$ cat config.mk
export PLATFORM = sky130hd
export DESIGN_NAME = sensor_hit_detector
export DESIGN_NICKNAME = d
export VERILOG_FILES = /design/src/rtl/sensor_hit_detector.sv
export SDC_FILE = /design/constraint.sdc
export NUM_CORES = 1
export LEC_CHECK = 0
export ABC_AREA = 1
export BUFFER_PORTS_ARGS = -buffer_cell sky130_fd_sc_hd__clkbuf_2
export CAP_MARGIN = 0
export CORE_UTILIZATION = 45
export DETAILED_ROUTE_END_ITERATION = 7
export PLACE_DENSITY = 0.66
export SYNTH_ARGS = -nofsm -noshare
export SYNTH_HDL_FRONTEND = slang
export SYNTH_SLANG_ARGS = --single-unit
$ cat constraint.sdc
create_clock -name CLOCK_50 -period 2.3 [get_ports CLOCK_50]
set_clock_uncertainty 0.05 [all_clocks]
set_input_delay 0.23 -clock CLOCK_50 [delete_from_list [all_inputs] [get_ports CLOCK_50]]
set_output_delay 0.23 -clock CLOCK_50 [all_outputs]
set_load 0.1 [all_outputs]
$ cat src/rtl/sensor_hit_detector.sv
// Synchronises, debounces and latches the Arduino box code, then flags one match/miss per physical hit.
// Latency: hit_pulse registered DEBOUNCE_CYCLES+2 edges after a steady code; no backpressure, pulses are one cycle.
module sensor_hit_detector #(
  parameter int DEBOUNCE_CYCLES = 500000,
  parameter int CNT_W           = 20
) (
  input  logic             CLOCK_50,
  input  logic             reset,
  input  logic [2:0]       GPIO_1,
  input  logic [2:0]       target_box,
  output logic             hit_pulse,
  output logic             match_pulse,
  output logic             miss_pulse,
  output logic [2:0]       box_addr,
  output logic             busy,
  output logic [7:0]       hit_count
);

  typedef enum logic [1:0] {IDLE, DEBOUNCE, HELD, RELEASE} state_t;

  localparam logic [CNT_W-1:0] CNT_ONE  = CNT_W'(1);
  localparam logic [CNT_W-1:0] CNT_LAST = CNT_W'(DEBOUNCE_CYCLES - 1);

  logic [2:0]       s1, s2;
  state_t           state, state_n;
  logic [CNT_W-1:0] cnt, cnt_n;
  logic [2:0]       cand, cand_n;
  logic             hit_n, match_n, miss_n;
  logic [2:0]       box_n;
  logic [7:0]       count_n;

  assign busy = (state != IDLE);

  always_ff @(posedge CLOCK_50) begin
    if (reset) begin
      s1          <= 3'd0;
      s2          <= 3'd0;
      state       <= IDLE;
      cnt         <= '0;
      cand        <= 3'd0;
      hit_pulse   <= 1'b0;
      match_pulse <= 1'b0;
      miss_pulse  <= 1'b0;
      box_addr    <= 3'd0;
      hit_count   <= 8'd0;
    end else begin
      s1          <= GPIO_1;
      s2          <= s1;
      state       <= state_n;
      cnt         <= cnt_n;
      cand        <= cand_n;
      hit_pulse   <= hit_n;
      match_pulse <= match_n;
      miss_pulse  <= miss_n;
      box_addr    <= box_n;
      hit_count   <= count_n;
    end
  end

  always_comb begin
    state_n = state;
    cnt_n   = cnt;
    cand_n  = cand;
    hit_n   = 1'b0;
    match_n = 1'b0;
    miss_n  = 1'b0;
    box_n   = box_addr;
    count_n = hit_count;
    case (state)
      IDLE: begin
        if (s2 != 3'd0) begin
          cand_n  = s2;
          cnt_n   = CNT_ONE;
          state_n = DEBOUNCE;
        end
      end
      DEBOUNCE: begin
        if (s2 == 3'd0) begin
          state_n = IDLE;
        end else if (s2 != cand) begin
          // A different box mid-debounce restarts the hold time on the new code.
          cand_n = s2;
          cnt_n  = CNT_ONE;
        end else if (cnt == CNT_LAST) begin
          state_n = HELD;
          box_n   = cand;
          hit_n   = 1'b1;
          match_n = (target_box != 3'd0) && (cand == target_box);
          miss_n  = (target_box != 3'd0) && (cand != target_box);
          if (hit_count != 8'hFF) count_n = hit_count + 8'd1;
        end else begin
          cnt_n = cnt + CNT_ONE;
        end
      end
      HELD: begin
        if (s2 == 3'd0) begin
          cnt_n   = CNT_ONE;
          state_n = RELEASE;
        end
      end
      RELEASE: begin
        if (s2 != 3'd0) begin
          state_n = HELD;
        end else if (cnt == CNT_LAST) begin
          state_n = IDLE;
        end else begin
          cnt_n = cnt + CNT_ONE;
        end
      end
      default: state_n = IDLE;
    endcase
  end

endmodule
Yosys cells after proc, flatten, opt, wreduce, memory -nomap -nowiden
Cells that the tools add are included.
{"block": "totals", "regBits": 45, "word_cells": 67, "in_bits": 8, "output_inout_bits": 15}
{"block": "op_classes", "mux": 20, "add_sub_neg": 2, "reduce_logical": 15, "n_eq_ne": 16, "bitwise": 4}
{"op": "20-bit 2-to-1 mux", "n": 6}
{"op": "20-bit case mux with 4 select lines", "n": 1}
{"op": "20-bit by 1-bit adder with 20-bit output (second input constant)", "n": 1}
{"op": "20-bit by 19-bit equality test with 1-bit output (second input constant)", "n": 1}
{"op": "2-bit 2-to-1 mux", "n": 7}
{"op": "4-bit AND reduction", "n": 3}
{"op": "2-bit != test (second input constant)", "n": 5}
{"op": "5-bit AND reduction", "n": 2}
{"op": "3-bit 2-to-1 mux", "n": 3}
{"op": "3-bit != test (second input constant)", "n": 3}
{"op": "8-bit by 1-bit adder with 8-bit output (second input constant)", "n": 1}
{"op": "8-bit != test (second input constant)", "n": 1}
{"op": "2-bit case mux with 4 select lines", "n": 1}
{"op": "3-bit != test", "n": 2}
{"op": "3-bit case mux with 2 select lines", "n": 1}
{"op": "3-bit nonzero test", "n": 2}
{"op": "5-bit OR reduction", "n": 1}
{"op": "2-bit equality test (second input constant)", "n": 2}
{"op": "1-bit inverter", "n": 4}
{"op": "2-bit nonzero test", "n": 2}
{"op": "4-bit OR reduction", "n": 1}
{"op": "3-bit equality test", "n": 1}
{"op": "3-bit zero test", "n": 1}
{"op": "2-bit by 1-bit equality test with 1-bit output (second input constant)", "n": 1}
{"op": "3 further kinds", "n": 4}

Depth between registers and ports, before layout
{"block": "depth", "word_depth": 5, "ltp_mapped": 11, "mapped_depth_nobuf": 11}

Worst setup path after synthesis
Ideal clock, no wire load.
{"block": "synth_timing", "path_kind": "register -> register", "startpoint": "register hit_count[1]", "endpoint": "register hit_count[6]", "setup_ns": 0.072, "path_buffers": 0, "arrival_ns": 2.241, "required_time_ns": 2.178, "period_less_slack_ns": 2.363, "path_stages_with_launch": 10, "setup_slack_ns": -0.063, "cell_sequence": "dfxtp_1 ha_1 nand3_1 nor2_1 nand3_1 inv_1 nor2_2 nand3_1 nand2_1 a21oi_1"}
{"block": "synth_via", "elab_chain_len": 2, "elab_cells_between_ends": 3, "classes_between": "add/sub (1); eq/ne (1); reduce/logical (1)"}
{"element": "start, declared", "line": "16", "source": "output logic [7:0] hit_count"}
{"element": "start signal, assigned", "line": "56", "source": "hit_count <= count_n;"}
{"element": "branches (longest 2 deep; another with 8-bit by 1-bit adder with 8-bit output)"}
Several ways; the timed one is not identified.
A chain may end at the register's enable or synchronous reset.

Worst setup path after layout
{"block": "layout_timing", "startpoint": "register cnt[1]", "endpoint": "register cnt[4]"}
{"block": "layout_via", "elab_chain_len": 5, "elab_cells_between_ends": 7, "classes_between": "add/sub (1); eq/ne (1); mux (5)"}
{"element": "start, declared", "line": "26", "source": "logic [CNT_W-1:0] cnt, cnt_n;"}
{"element": "start signal, assigned", "line": "50", "source": "cnt <= cnt_n;"}
{"element": "20-bit by 1-bit adder with 20-bit output or 20-bit by 19-bit equality test with 1-bit output (tied branches)"}
{"element": "20-bit 2-to-1 mux (*)", "line": "84, 104"}
{"element": "20-bit 2-to-1 mux", "line": "80", "source": "end else if (s2 != cand) begin"}
{"element": "20-bit 2-to-1 mux", "line": "78", "source": "if (s2 == 3'd0) begin"}
{"element": "20-bit case mux with 4 select lines (*)", "line": "69", "source": "case (state)"}
Mark *: on every way between the ends. The rest lies on a longest branch, timed or not. The select of a mux whose other input is x is not followed.

==> flow_summary_export.csv <==
group,metric,value,unit
critical_path,worst_ep_arrival_time,1.95,ns
route,wl_per_cell,11.2,um
placed_design,gp_congestion,0.879,
synth,ys_seq_elements,45,
sta,tns,0,ns
synth,yosysWarnings,0,
route,drt_wl_total,5470,um
global_routing,grt_overflow,0,
sta,maxSlewHeadroom,63.3,%
sta,drv_slew,0,
synth,syn_inst,390,
placed_design,dpl.hpwl,4170,um
synth,yosys-top-cells-area,"dfxtp_1 35%, nand2_1 13%, inv_1 8.4%, nor2_1 8.4%, nand3_1 5.2%",
cells_and_area,syn_to_final_growth,10.1,%
floorplanning,core_area,5540,um^2
floorplanning,die_w,77.9,um
clock_network,numCtsBuffers,5,
floorplanning,die_h,77.9,um
synth,yosys.area.top_type,"dfxtp_1",
global_routing,grt_max_degree,20,
sta,finalCriticalPeriod,1.79,ns
route,drtIter0Drc,141,
route,firstDrtPassIters,4,
critical_path,crit_path_end_kind,"flop",
placed_design,placed_area,2770,um^2
power,max-vdd-ir-drop,0.000263,V
placed_design,place.port_buffers,22,
sta,hold_ws,0.0593,ns
clock_network,ctsHoldBuffers,0,
sta,setup_slack,0.507,ns
sta,rsz0062_at_grt,"false",
cells_and_area,diodes,0,
power,power.density,559,nW/um^2
route,vias,2346,
sta,setup_viol,0,
global_routing,antenna_found_initial,0,
worst_hold_path,hold_path_class,"in2reg",
route,final_antenna_net_count,0,
sta,worstMarginPinSlew,0.553,ns
global_routing,first_global_vias,2220,
floorplanning,num_rows,27,
critical_path,cp-start-kind,"flop",
global_routing,grt_pass1_wl,9650,um
clock_network,cts_root_buf,"clkbuf_8",
cells_and_area,postLayoutCellArea,2860,um^2
run_status,outcome,"complete, no violations",
clock_network,clk_pin_slew,0.10,ns
job,maxCapViolCount,0,
critical_path,setup.worst_path.class,"reg2reg",
synth,syn-num-nets,400,
placed_design,dp_cells,480,
floorplanning,ios,23,
cells_and_area,drive_gt1_share,18.5,%
placed_design,place_ws,0.530,ns
clock_network,cts_tree,"built",
cells_and_area,n_fill_cell,575,
synth,synth_top_area_share,34.7,%
clock_network,cts_setup_buffers,0,
synth,ys_types,31,
sta,fin_crit_sh,78.0,%
clock_network,clock-sinks,45,
critical_path,cp_max_fo,14,
cells_and_area,final_nets,425,
clock_network,ctsHtreeMaxLevel,2,
critical_path,regToRegSetupSlack,0.51,ns
route,viasPerCell,4.81,
power,p_leak,1.25,nW
sta,max_freq,558,MHz
synth,synth-edff-count,0,
clock_network,clock_insertion_delay_worst_skew,0.30,ns
route,drcViolationCount,0,
synth,yosysSeqAreaShare,34.7,%
critical_path,cp.required,2.45,ns
sta,hold_viol,0,
global_routing,grt_util_all_layers,19.9,%
clock_network,cts-resized-gates,0,
floorplanning,start_util,46.8,%
synth,synthArstFlopShare,0,%
synth,synth_ff_type,"dfxtp_1",
clock_network,cts_buffer_depth,2,
synth,netlist_area,2590,um^2
synth,syn_area_per_cell,6.65,um^2
cells_and_area,stdcell_count,488,
floorplanning,die-area,6070,um^2
==> Yosys cell counts, drive strengths merged, types with 3 or more instances <==
library cell and count:
nor2 71, xnor2 6, a21oi 24, nand3 33, nand2 99, clkbuf 3
o21ai 12, nor3 6, inv 62, dfxtp 45, nand4 13, xor2 5
==> final cells by class <==
| cell class | instances | area, um^2 | area share (%) |
|---|---|---|---|
| clock buffer | 5 | 68.8 | 2.41 |
| multi-input combinational | 276 | 1410 | 49.5 |
| timing repair buffer | 23 | 118 | 4.12 |
| clock inverter | 3 | 17.5 | 0.613 |
| sequential | 45 | 903 | 31.6 |
| inverter | 64 | 245 | 8.59 |
| tap | 72 | 90.1 | 3.15 |
==> routing by layer <==
layer	wire length (um)	vias to the layer above	part of all wire, %	GRT usage (%)
met2	2420	35	44	32.6
met5	0	-	0	0
met3	178	6	3.3	3.88
li1	-	1269	-	-
met1	2800	1036	51	26.1
met4	66	0	1.2	6.67
==> metrics by stage <==
| step | total power [mW] | util (%) |
|---|---|---|
| 2_1_floorplan | 1.07 | - |
| 3_3_place_gp | 1.12 | 50.0 |
| 3_5_place_dp | 1.12 | 50.0 |
| 4_1_cts | 1.61 | 51.6 |
| 5_1_grt | 1.68 | 51.6 |
| 6_report | 1.60 | 51.6 |
==> where the power goes <==
part	total, mW	internal, mW	switching (mW)
combinational	0.281	0.0722	0.209
sequential	0.823	0.801	0.0223
clock	0.493	0.210	0.282
total	1.60	1.08	0.514
==> cells in the final DEF, fill, tap and decap left out, types with 11 or more instances in the layout <==
| master | count |
|---|---|
| dfxtp_1 | 43 |
| nor2_2 | 11 |
| clkbuf_2 | 22 |
| nand3_1 | 27 |
| a21oi_1 | 19 |
| nand4_1 | 11 |
| inv_1 | 58 |
| o21ai_0 | 11 |
| nand2_1 | 91 |
| nor2_1 | 58 |
==> logic make-up after synthesis <==
kind of cell / after synthesis / share of synthesized area, %
compound gates: 37 / 7.96
xor+xnor: 11 / 3.71
fa+ha+maj: 2 / 0.965
buf+inv: 69 / 10.8
flops: 45 / 34.7
simple gates: 226 / 41.9
==> registers in the layout (all words and copies together), names as in the netlist, named ones only <==
register and cells:
match_pulse 1, miss_pulse 1, s2 3, hit_count 8
state 1, s1 3, cnt 20, hit_pulse 1
box_addr 3, cand 3
==> critical path, stage by stage (launching register included) <==
cell,delay (ns)
dfxtp_1,0.36
ha_1,0.22
nand3_4,0.12
nor2_2,0.14
nand3_2,0.28
nand2_2,0.28
nor2_2,0.06
xor2_1,0.14
nor2_1,0.05
==> worst paths after layout <==
path,endpoint,from,cells after the start
max,cnt[4]$_SDFFE_PP0P_,cnt[1]$_SDFFE_PP0P_,8
min,s1[0]$_SDFF_PP0_,GPIO_1[0],3
max reg2reg,cnt[4]$_SDFFE_PP0P_,cnt[1]$_SDFFE_PP0P_,8
min reg2reg,s2[0]$_SDFF_PP0_,s1[0]$_SDFF_PP0_,2
Power figures use the tool's default switching activity.
